**src/rtl/oam_dma_ctrl.sv**
```systemverilog
// OAM DMA: a CPU write to $4014 halts the 6502 and copies {page,00..FF} to $2004 (513 stall cycles, 514 with ALIGN).
// The CPU is held off through rdy only; define OAM_DMA_ALIGN_EN to add the get/put ALIGN cycle.
module oam_dma_ctrl (
  input  logic        clk,
  input  logic        rst,
  input  logic [15:0] cpu_addr,
  input  logic        cpu_rw,
  input  logic [7:0]  cpu_dout,
  input  logic [7:0]  bus_din,
  output logic        rdy,
  output logic [15:0] bus_addr,
  output logic        bus_rw,
  output logic [7:0]  bus_dout,
  output logic        dma_active
);
  typedef enum logic [2:0] {IDLE, HALT, ALIGN, READ, WRITE} state_t;

  state_t     state;
  logic [7:0] count;
  logic [7:0] page;
  logic [7:0] data;
  logic       start;

  assign start = !cpu_rw && (cpu_addr == 16'h4014);

`ifdef OAM_DMA_ALIGN_EN
  logic parity;

  always_ff @(posedge clk or negedge rst) begin
    if (!rst) parity <= 1'b0;
    else      parity <= ~parity;
  end
`endif

  always_ff @(posedge clk or negedge rst) begin
    if (!rst) begin
      state <= IDLE;
      count <= '0;
      page  <= '0;
      data  <= '0;
    end else begin
      case (state)
        IDLE: begin
          if (start) begin
            page  <= cpu_dout;
            count <= '0;
            state <= HALT;
          end
        end
        HALT: begin
          // Halt cycle on put (parity 1) means the next cycle is a get, so READ can start at once.
          if (cpu_rw) begin
`ifdef OAM_DMA_ALIGN_EN
            state <= parity ? READ : ALIGN;
`else
            state <= READ;
`endif
          end
        end
`ifdef OAM_DMA_ALIGN_EN
        ALIGN: state <= READ;
`endif
        READ: begin
          data  <= bus_din;
          state <= WRITE;
        end
        WRITE: begin
          count <= count + 8'd1;
          state <= (count == 8'hFF) ? IDLE : READ;
        end
        default: state <= IDLE;
      endcase
    end
  end

  always_comb begin
    rdy        = (state == IDLE);
    dma_active = (state == READ) || (state == WRITE);
    bus_addr   = cpu_addr;
    bus_rw     = cpu_rw;
    bus_dout   = cpu_dout;
    case (state)
      READ: begin
        bus_addr = {page, count};
        bus_rw   = 1'b1;
      end
      WRITE: begin
        bus_addr = 16'h2004;
        bus_rw   = 1'b0;
        bus_dout = data;
      end
      default: ;
    endcase
  end
endmodule

```
**config.mk**
```make
export PLATFORM = sky130hd
export DESIGN_NAME = oam_dma_ctrl
export DESIGN_NICKNAME = d
export VERILOG_FILES = /design/src/rtl/oam_dma_ctrl.sv
export SDC_FILE = /design/constraint.sdc
export NUM_CORES = 1
export LEC_CHECK = 0
export CAP_MARGIN = 20
export CORE_MARGIN = 5
export CORE_UTILIZATION = 38
export CTS_CLUSTER_SIZE = 14
export DETAILED_ROUTE_END_ITERATION = 10
export PLACE_DENSITY = 0.84
export SLEW_MARGIN = 20
export SYNTH_ARGS = -nofsm -noshare
export SYNTH_HDL_FRONTEND = slang
export SYNTH_SLANG_ARGS = --single-unit
```
**constraint.sdc**
```tcl
create_clock -name clk -period 1.5 [get_ports clk]
set_input_delay 0.3 -clock clk [delete_from_list [all_inputs] [get_ports clk]]
set_output_delay 0.3 -clock clk [all_outputs]
set_load 0.05 [all_outputs]
```
==> impl_metrics.toml <==
[critical_path]
cp-start-kind = "register"
slowest_delay_ns = 0.45
crit_path_max_fanout = 5
crit_chain = "nand2_2 > nor2_4 > buf_6 > mux2i_2 > nand2_2 > buf_12"
crit_required_ns = 1.20
worst_path_max_delay_cell = "dfrtp_2"
critPathKind = "reg -> out"
path_buf_inv = 2
end_kind = "output port"
cp_top_family = "flip-flops"
crit_path_frequent_cell = "nand2_2"
cp.arrival_ns = 1.70

[routing]
wl_per_cell_um = 23.3
wirelength_mm = 7.00
drtPass1Iterations = 4
drc_errors = 0
drt_iter0_drc = 141
avgViaCountPerCell = 5.73
vias = 1726
ant_nets = 0

[finish]
antenna_cells = 0
num-nets-final = 290
area_growth_pct = 114
n_fill_cell = 170
stdcell_count = 301
drive_gt1_frac = 0.636

[pwr]
ir_worst_vdd_uv = 1070
pwr-share-seq = 0.220
power_frac_clock = 0.077
powerDensity_nw_per_um2 = 1810
p_int_mw = 3.15
swShare = 0.456
switchingPower_mw = 2.64
leakagePower_nw = 1.54
combPwrFrac = 0.702

[synthesis]
ys.flop_type = "dfrtp_1"
syn_area_um2 = 1490
synth_cell_types = 36
syn_area_per_cell_um2 = 10.2
syn-instance-count = 146
ys_seq_area_frac = 0.453
synth_top_cell_by_area = "dfrtp_1"
async_reset_ff_frac = 1.00
synth_edf_count = 0
synth_seq_cells = 27
yosys_warnings = 0
post-synth-top-area-fraction = 0.453
synth.area.top_cells = "dfrtp_1, mux2_2, nand2_1"
synth_fp_nets = 182

[timing]
worstMarginPinSlew_ns = 0.347
setup_viol = 49
post-route-period-util = 1.33
fin_crit_ns = 2.00
setup_ws_ns = -0.501
hold_viol = 0
slew-limit-headroom = 0.769
maxSlewViolCount = 0
rsz0062_at_grt = "true"
fmax_ghz = 0.500
finClkSkew_ns = 0.0150
final.setup.tns_ns = -15.43

[outcome]
violations = "negative setup slack"
status = "finished, violations left"

[clock_tree]
cts_sinks = 27
cts_tree = "done"
cts.hold.buffers_added = 0
clk_pin_slew_ns = 0.11
clock_latency_ns = 0.30
root_buffer = "clkbuf_8"
cts_buffers = 3
cts_max_level = 1
clockBufferDepth = 2

[global_route]
grt_pass1_vias = 1838
grt_pass1_wl_mm = 9.58
grt_antenna_before_repair = 0
grt-ovfl-total = 0
grt_max_degree = 28
grt_use_total = 0.239

[die]
num_rows = 22
initial_core_util = 0.399
die_y_um = 72.7
coreArea_um2 = 3740
ioPinCount = 62
die-area_um2 = 5280
die_w_um = 72.7

[placed_design]
dp_hpwl_mm = 3.87
gp_congestion = 0.846
io_buffers = 61
dp_cells = 285
dp_slack_ns = -0.647

[run]
maxCapViolations = 0

[hold_path]
hold_class = "in -> async"
-- worst register-to-register path, stage by stage (launching register included) --
cell     delay, ns
dfrtp_2       0.47
or3_4         0.43
buf_6         0.14
nor3_4        0.17
buf_6         0.18
mux2_4        0.31
-- per-stage QoR --
stage          cell area [um^2]  hold WS, ns  power, mW  utilization
3_3_place_gp               2700        0.490       4.32        0.722
3_5_place_dp               2700        0.497       4.40        0.722
6_report                   3200        0.371       5.78        0.854
5_1_grt                    3200        0.420       6.01        0.854
2_1_floorplan              1690      0.00441       3.11            -
4_1_cts                    2990        0.401       5.22        0.800
-- area by class of cell --
type                       count  area [um^2]  share of cell area
tap                           48         60.1              0.0188
sequential                    27          679               0.213
inverter                       2         16.3             0.00509
timing repair buffer         108         1210               0.380
clock inverter                 1         5.00             0.00157
clock buffer                   3         41.3              0.0129
multi-input combinational    112         1180               0.369
-- repair_timing --
item,in CTS,in global routing
pin swaps,13,15
gates resized for setup,71,45
cloned,1,1
setup buffers,5,6
setup endpoints to repair,51,48
-- routing by layer --
layer / part of all wire / track usage / wire [um] / vias to the layer above
li1: - / - / - / 742
met1: 0.37 / 0.269 / 2570 / 852
met2: 0.50 / 0.433 / 3510 / 100
met3: 0.080 / 0.0551 / 559 / 32
met4: 0.052 / 0.0943 / 363 / 0
met5: 0 / 0 / 0 / -
-- flip-flops by register name, indices dropped and copies added (netlist names) --
signal / count
count: 8
data: 8
page: 8
state: 3
-- cells in the mapped netlist (2+ instances only) --
master / n
a22o_1: 13
and3_1: 2
clkbuf_1: 4
dfrtp_1: 27
inv_1: 2
mux2_2: 16
mux2i_1: 3
nand2_1: 37
nand3_1: 2
nand4_1: 2
nor2_1: 5
nor2b_1: 2
nor3_1: 2
o21ai_0: 6
o21bai_1: 2
-- worst paths after layout --
check	cells past startpoint	start	slack, ns	to
setup / recovery	6	state[1]	-0.50	bus_addr[2]
hold / removal	2	rst	0.37	data[6]
setup reg to reg	5	state[1]	-0.30	page[4]
hold reg to reg	1	data[7]	0.54	data[7]
max in group asynchronous	2	rst	0.83	state[2]
min in group clk	1	data[7]	0.54	data[7]
-- layout by cell type (no fill, tap or decap), types with 2 or more instances in the layout --
master	count
buf_6	33
dfrtp_1	24
buf_4	22
clkdlybuf4s50_1	21
mux2_4	15
buf_12	15
nand2_2	13
nand2_1	13
dlygate4sd2_1	12
nand2_4	11
a22o_4	10
a22o_2	4
o21ai_2	4
nor2_4	3
nor2_1	3
clkbuf_8	3
buf_8	3
dfrtp_2	3
nor4b_4	2
nor3_4	2
nand4_1	2
o21bai_1	2
nor2b_1	2
and3_1	2
nand3_2	2
-- power groups by stage --
stage | registers (mW) | clock network [mW] | logic [mW]
floorplan | 1.14 | 0 | 1.96
global placement | 1.19 | 0 | 3.13
detailed placement | 1.21 | 0 | 3.19
CTS | 1.21 | 0.420 | 3.59
global route | 1.30 | 0.474 | 4.24
finish | 1.27 | 0.448 | 4.06
-- kinds of logic after synthesis --
family | Yosys count | share of synthesized area
compound gates | 27 | 0.138
xor+xnor | 1 | 0.00587
fa+ha+maj | 1 | 0.00838
buf+inv | 7 | 0.0184
flops | 27 | 0.453
mux | 19 | 0.141
simple gates | 64 | 0.236
Note: power is estimated with default switching activity, not from simulation.
